$ cat src/rtl/sync_fifo_dp.sv
`default_nettype none
// ============================================================================
// Module      : sync_fifo_dp
// Description : Single-clock FIFO on an inferred dual-port RAM (WD x 2**AD).
//               Wrap-bit pointers, occupancy count, full/empty,
//               almost-full/almost-empty thresholds, overflow/underflow
//               pulses and a registered read port with a valid strobe.
// Ports       : clk          - clock, rising edge
//               rst_n        - asynchronous reset, active low
//               wr_en / din  - write request and data
//               rd_en        - read request
//               dout         - registered read data (holds when idle)
//               dout_vld     - one-cycle strobe for a newly popped word
//               full, empty, almost_full, almost_empty, count
//               overflow     - pulse: write attempted while full
//               underflow    - pulse: read attempted while empty
// Revision    : 1.0 - initial release
// ============================================================================
module sync_fifo_dp #(
    parameter int WD     = 8,
    parameter int AD     = 4,
    parameter int AF_LVL = 12,
    parameter int AE_LVL = 2
) (
    input  logic          clk,
    input  logic          rst_n,
    input  logic          wr_en,
    input  logic [WD-1:0] din,
    input  logic          rd_en,
    output logic [WD-1:0] dout,
    output logic          dout_vld,
    output logic          full,
    output logic          empty,
    output logic          almost_full,
    output logic          almost_empty,
    output logic [AD:0]   count,
    output logic          overflow,
    output logic          underflow
);

    localparam int          c_DEPTH   = 1 << AD;
    localparam logic [AD:0] c_ONE     = {{AD{1'b0}}, 1'b1};
    localparam logic [AD:0] c_AF_LVL  = AF_LVL[AD:0];
    localparam logic [AD:0] c_AE_LVL  = AE_LVL[AD:0];

    // Threshold parameters outside their legal range are rejected at elaboration.
    if ((AF_LVL < 1) || (AF_LVL > c_DEPTH) || (AE_LVL < 0) || (AE_LVL >= c_DEPTH)) begin : g_param_err
        $error("sync_fifo_dp: AF_LVL/AE_LVL out of range");
    end

    logic [WD-1:0] r_mem [c_DEPTH];

    logic [AD:0]   r_wr_ptr;
    logic [AD:0]   r_rd_ptr;
    logic [AD:0]   r_count;
    logic [WD-1:0] r_dout;
    logic          r_dout_vld;
    logic          r_full;
    logic          r_empty;
    logic          r_almost_full;
    logic          r_almost_empty;
    logic          r_overflow;
    logic          r_underflow;

    logic          w_wr_acc;
    logic          w_rd_acc;
    logic [AD:0]   w_wr_ptr_nxt;
    logic [AD:0]   w_rd_ptr_nxt;
    logic [AD:0]   w_count_nxt;

    // Acceptance looks only at the registered flags, so a simultaneous
    // read cannot make room for a write in the same cycle (and vice versa).
    assign w_wr_acc     = wr_en & ~r_full;
    assign w_rd_acc     = rd_en & ~r_empty;
    assign w_wr_ptr_nxt = w_wr_acc ? (r_wr_ptr + c_ONE) : r_wr_ptr;
    assign w_rd_ptr_nxt = w_rd_acc ? (r_rd_ptr + c_ONE) : r_rd_ptr;

    always_comb begin
        w_count_nxt = r_count;
        case ({w_wr_acc, w_rd_acc})
            2'b10:   w_count_nxt = r_count + c_ONE;
            2'b01:   w_count_nxt = r_count - c_ONE;
            default: w_count_nxt = r_count;
        endcase
    end

    // RAM array: contents are deliberately left out of reset.
    always_ff @(posedge clk) begin
        if (w_wr_acc) begin
            r_mem[r_wr_ptr[AD-1:0]] <= din;
        end
    end

    always_ff @(posedge clk or negedge rst_n) begin
        if (!rst_n) begin
            r_wr_ptr       <= '0;
            r_rd_ptr       <= '0;
            r_count        <= '0;
            r_dout         <= '0;
            r_dout_vld     <= 1'b0;
            r_full         <= 1'b0;
            r_empty        <= 1'b1;
            r_almost_full  <= 1'b0;
            r_almost_empty <= 1'b1;
            r_overflow     <= 1'b0;
            r_underflow    <= 1'b0;
        end else begin
            r_wr_ptr   <= w_wr_ptr_nxt;
            r_rd_ptr   <= w_rd_ptr_nxt;
            r_count    <= w_count_nxt;
            r_dout_vld <= w_rd_acc;
            if (w_rd_acc) begin
                r_dout <= r_mem[r_rd_ptr[AD-1:0]];
            end
            // Same low index with differing wrap bits means the writer is a
            // full lap ahead of the reader.
            r_full         <= (w_wr_ptr_nxt[AD-1:0] == w_rd_ptr_nxt[AD-1:0]) &&
                              (w_wr_ptr_nxt[AD] != w_rd_ptr_nxt[AD]);
            r_empty        <= (w_wr_ptr_nxt == w_rd_ptr_nxt);
            r_almost_full  <= (w_count_nxt >= c_AF_LVL);
            r_almost_empty <= (w_count_nxt <= c_AE_LVL);
            r_overflow     <= wr_en & r_full;
            r_underflow    <= rd_en & r_empty;
        end
    end

    assign dout         = r_dout;
    assign dout_vld     = r_dout_vld;
    assign full         = r_full;
    assign empty        = r_empty;
    assign almost_full  = r_almost_full;
    assign almost_empty = r_almost_empty;
    assign count        = r_count;
    assign overflow     = r_overflow;
    assign underflow    = r_underflow;

endmodule
`default_nettype wire

$ cat config.mk
export PLATFORM = sky130hd
export DESIGN_NAME = sync_fifo_dp
export DESIGN_NICKNAME = d
export VERILOG_FILES = /design/src/rtl/sync_fifo_dp.sv
export SDC_FILE = /design/constraint.sdc
export NUM_CORES = 1
export LEC_CHECK = 0
export ABC_CLOCK_PERIOD_IN_PS = 3150
export BUFFER_PORTS_ARGS = -buffer_cell sky130_fd_sc_hd__buf_2
export CAP_MARGIN = 10
export CORE_ASPECT_RATIO = 1.25
export CORE_MARGIN = 2
export CORE_UTILIZATION = 44
export DETAILED_ROUTE_END_ITERATION = 16
export SYNTH_ARGS = -nofsm -noshare
export SYNTH_HDL_FRONTEND = slang
export SYNTH_SLANG_ARGS = --single-unit
$ cat constraint.sdc
create_clock -name clk -period 3.15 [get_ports clk]
set_input_delay 0.63 -clock clk [delete_from_list [all_inputs] [get_ports clk]]
set_output_delay 0.63 -clock clk [all_outputs]
set_load 0.05 [all_outputs]
# After elaboration in Yosys (flattened, before gate mapping)
# Memories as Yosys holds them, arrays and structs flattened. A register that Yosys moved wholly into a read port is not among the register bits.
# Cells that the tools add are included.
# W data, S select, Z words.
dict set report totals {
  ff_bits 22
  n_memories 1
  elab_cells 35
  input_bits 12
  mem_bits_rw 128
  out_inout_bits 20
}
dict set report op_classes {
  addsub 4
  muxes 5
  n_eq_ne 5
  order_cmp 2
  reduce_logical 2
  n_bitwise 6
}
# name words word_bits rd rd_ports_with_merged_regs write_ports line_no
set memory_table {}
lappend memory_table {r_mem 16 8 1 1 1 51} ;# logic [WD-1:0] r_mem [c_DEPTH];
# cell n
set op_table {}
lappend op_table {{$add A5 B1 Y5 const B} 3}
lappend op_table {{$mux W5} 2}
lappend op_table {{$pmux W5 S2} 1}
lappend op_table {{$eq A5 B5 Y1} 1}
lappend op_table {{$ge A5 B4 Y1 const B} 1}
lappend op_table {{$le A5 B2 Y1 const B} 1}
lappend op_table {{$sub A5 B1 Y5 const B} 1}
lappend op_table {{$and A1 B1 Y1} 4}
lappend op_table {{$eq A4 B4 Y1} 1}
lappend op_table {{$eq A2 B1 Y1 const B} 1}
lappend op_table {{$eq A2 B2 Y1 const B} 1}
lappend op_table {{$mux W1} 2}
lappend op_table {{$not A1 Y1} 2}
lappend op_table {{$logic_and A1 B1 Y1} 1}
lappend op_table {{$logic_not A1 Y1} 1}
lappend op_table {{$ne A1 B1 Y1} 1}

# Longest topological paths before layout
dict set report logic_depth {
  word_depth 5
  depth_mapped 12
  mapped_depth_nobuf 11
}

# Worst setup path after synthesis
# Ideal clock, no wire load.
dict set report synth_path {
  path_type {reg2reg}
  startpoint {register r_empty, in the netlist empty}
  endpoint {register r_almost_full, in the netlist almost_full}
  arrival_ps 2572
  stages_incl_launch_ff 13
  slack_ps 452
  setup_time_ps 126
  required_time_ps 3024
  cell_sequence {dfstp_2 -> nand2b_4 -> buf_6 -> clkinv_1 -> nand2_1 -> xnor2_1 -> ha_1 -> a21oi_1 -> a21boi_0 -> nor3_1 -> xnor2_1 -> o32ai_1 -> a311o_1}
}
dict set report synth_between {
  elab_chain_cells 5
}
# item line_no
set synth_rtl {}
lappend synth_rtl {{start: declaration} 59} ;# logic r_empty;
lappend synth_rtl {{start signal: assignment} 119} ;# r_empty <= (w_wr_ptr_nxt == w_rd_ptr_nxt);
lappend synth_rtl {{$not A1 Y1 *} 74} ;# assign w_rd_acc = rd_en & ~r_empty;
lappend synth_rtl {{$and A1 B1 Y1 *} 74}
lappend synth_rtl {{$eq A2 B1 Y1 or $eq A2 B2 Y1 (tied branches)} 80} ;# case ({w_wr_acc, w_rd_acc})
lappend synth_rtl {{$pmux W5 S2 *} 80}
lappend synth_rtl {{$ge A5 B4 Y1 *} 120} ;# r_almost_full <= (w_count_nxt >= c_AF_LVL);
lappend synth_rtl {{end signal: assignment} 120}
lappend synth_rtl {{end: declaration} 60} ;# logic r_almost_full;
# Mark *: on every way between the ends. The rest lies on a longest branch, timed or not.

# Worst setup path after layout
dict set report layout_path {
  startpoint {register r_empty, in the netlist empty}
  endpoint {register r_almost_empty, in the netlist almost_empty}
}
dict set report layout_between {
  elab_chain_cells 5
}
# item line_no
set layout_rtl {}
lappend layout_rtl {{$not A1 Y1 *} 74}
lappend layout_rtl {{$and A1 B1 Y1 *} 74}
lappend layout_rtl {{$eq A2 B1 Y1 or $eq A2 B2 Y1 (tied branches)} 80}
lappend layout_rtl {{$pmux W5 S2 *} 80}
lappend layout_rtl {{$le A5 B2 Y1 *} 121} ;# r_almost_empty <= (w_count_nxt <= c_AE_LVL);
lappend layout_rtl {{end signal: assignment} 121}
lappend layout_rtl {{end: declaration} 61} ;# logic r_almost_empty;
# Marked as above.

==> flow_summary.yaml <==
clock_tree:
  cts_sinks: 158
  cts_hold_buf: 0
  cts_setup_buffers: 0
  cts-root-buf: "clkbuf_16"
  cts_resized: 0
  worstSkewPairLatency_ns: 0.43
  cts_tree: "done"
  h-tree-depth: 4
  cts_buffers: 17
  clk_pin_slew_ns: 0.06
  cts_buffer_depth: 2
sta:
  fin_ws_ns: 0.470
  slew_headroom: 0.495
  min_period_ns: 2.68
  setup_total_negative_slack_ns: 0
  hold_viol: 0
  fmax_ghz: 0.373
  holdWs_ns: 0.241
  period_share: 0.851
  rsz0062_at_grt: "false"
  clock_skew_ns: 0.0107
  maxSlewViolCount: 0
  setup_viol: 0
  tightest_slew_ns: 0.754
synth:
  syn_inst: 359
  yosys_most_used_dff: "edfxtp_1"
  yosys_warnings: 0
  synth_top_area_frac: 0.585
  synth-edff-count: 128
  yosysTopAreaCell: "edfxtp_1"
  ys_async_sr_fraction: 0.190
  ys_types: 47
  synth-seq-cells: 158
  avgSynthCellArea_um2: 18.3
  syn-num-nets: 378
  seq_area_frac_synth: 0.700
  yosysMostFrequentCell: "edfxtp_1"
  syn_area_um2: 6570
  synthTopCellsByArea: "edfxtp_1, dfrtp_1, mux4_1, mux4_2, xnor2_1"
  synth_commonest_cells: "edfxtp_1, nand2_1, dfrtp_1, mux4_1, mux4_2"
detailed_routing:
  drtIter0Drc: 327
  post_drt_via_cell_ratio: 5.47
  wl_mm: 12.0
  firstDrtPassIters: 4
  ant_nets: 0
  post-route-drc-count: 0
  dr_total_vias: 3273
  wire_per_inst_um: 20.0
layout:
  layout-drive-gt1-share: 0.252
  area_growth_pct: 14.5
  layout.nets: 427
  diodes: 0
floorplan:
  num_rows: 49
  dieArea_um2: 15900
  fp.dieW_um: 113
  ios: 32
  start_util: 0.454
  die_h_um: 141
  placeableCoreArea_um2: 14500
outcome:
  status: "completed"
placement:
  dp_hpwl_mm: 8.09
  gp_congestion: 0.808
  numPortBuffers: 31
  pre_cts_slack_ns: 0.354
global_route:
  gr-usage-met2: 0.281
  use_met3: 0.0387
  grt_pass1_vias: 3466
  grtUsageMet1: 0.204
  grt_pass1_wl_mm: 19.3
  grt-ovfl-total: 0
  grt_max_degree: 37
  antenna_found_initial: 0
  busiest_layer: "met2"
  track_usage: 0.165
critical_path:
  worst-path-max-fanout: 17
  cp.arrival_ns: 3.03
  critPathLaunchType: "flip-flop"
  reg2reg_slack_ns: 0.47
  cp-end-kind: "flip-flop"
  reg2reg_from: "empty"
  cp.required_ns: 3.50
  r2r_cells: 10
  worst-setup-path-type: "flip-flop to flip-flop"
  regToRegEndpoint: "almost_empty"
worst_hold_path:
  hp-class: "input pin to async pin"
job:
  drv_cap: 0
power:
  irDropWorstVdd_mv: 0.406
  p_leak_uw: 0.00273
  power_density_nw_per_um2: 989
-- layer usage --
layer | wire length [µm] | share of wire | up-vias
met2 | 6350 | 0.53 | 65
met1 | 5070 | 0.42 | 1690
met3 | 368 | 0.031 | 15
li1 | - | - | 1503
met5 | 0 | 0 | -
met4 | 196 | 0.016 | 0
-- cell type report --
class,count,area [µm²]
sequential,158,4600
clock buffer,18,429
tap,178,223
clock inverter,13,141
inverter,10,37.5
timing repair buffer,50,310
fill,1162,6950
multi-input combinational,171,1780
-- power breakdown --
part / leakage (µW) / switching [µW] / internal (µW)
registers: 0.00152 / 293 / 2620
logic: 0.000941 / 1470 / 1090
clock network: 0.000269 / 805 / 1160
total: 0.00273 / 2570 / 4870
-- logic make-up after synthesis --
kind of cell	after synthesis	synth area share
compound gates	17	0.0190
mux	43	0.154
buf+inv	30	0.0288
flops	158	0.700
xor+xnor	20	0.0267
fa+ha+maj	7	0.0133
simple gates	84	0.0589
-- sequential cells by signal (all words and copies together) (netlist names) --
signal / flops
full: 1
empty: 1
overflow: 1
count: 5
almost_full: 1
underflow: 1
dout: 8
r_wr_ptr: 5
dout_vld: 1
almost_empty: 1
r_rd_ptr: 5
r_mem: 128
-- through the flow --
step | total power (µW) | cell area, µm² | std cells | util
5_1_grt | 7840 | 7520 | 598 | 0.520
3_3_place_gp | 5480 | 6950 | 567 | 0.480
3_5_place_dp | 5540 | 6950 | 567 | 0.480
6_report | 7440 | 7520 | 598 | 0.520
4_1_cts | 7510 | 7520 | 598 | 0.520
2_1_floorplan | 4940 | 6570 | 359 | -
-- worst max-delay path: stages (launching register included) --
cell      delay, ns
dfstp_2        0.53
nand2b_4       0.23
clkinv_1       0.11
buf_4          0.20
ha_1           0.28
nand2b_1       0.13
nor4_1         0.07
o31ai_2        0.44
mux2_1         0.37
a22oi_1        0.15
a21oi_1        0.09
-- how the worst max path moves through the flow --
| stage | startpoint | to | slack, ns | cells past startpoint |
|---|---|---|---|---|
| floorplan | empty | almost_full | 0.45 | 12 |
| global placement | rd_en | almost_full | 0.45 | 11 |
| detailed placement | rd_en | almost_empty | 0.35 | 11 |
| CTS | empty | almost_empty | 0.53 | 10 |
| global route | empty | almost_empty | 0.31 | 10 |
| finish | empty | almost_empty | 0.47 | 10 |
-- cells in the final DEF, fill, tap and decap left out, types with 2 or more instances in the layout --
cell type   instances
edfxtp_1          128
nand2_1            37
buf_2              31
dfrtp_1            27
mux4_2             20
mux4_1             20
nor2_1             19
buf_4              18
xnor2_1            17
clkbuf_16          17
inv_1               8
nor3_1              7
ha_1                7
a21oi_1             5
clkinv_1            3
nand4_1             3
xor2_1              3
nand3_1             3
nand2b_1            3
clkinvlp_4          3
clkinv_4            3
nor2b_1             2
o21ai_0             2
o211ai_1            2
and2_1              2
dfstp_2             2
bufinv_16           2
No activity file was read; power rests on OpenSTA's default activity.
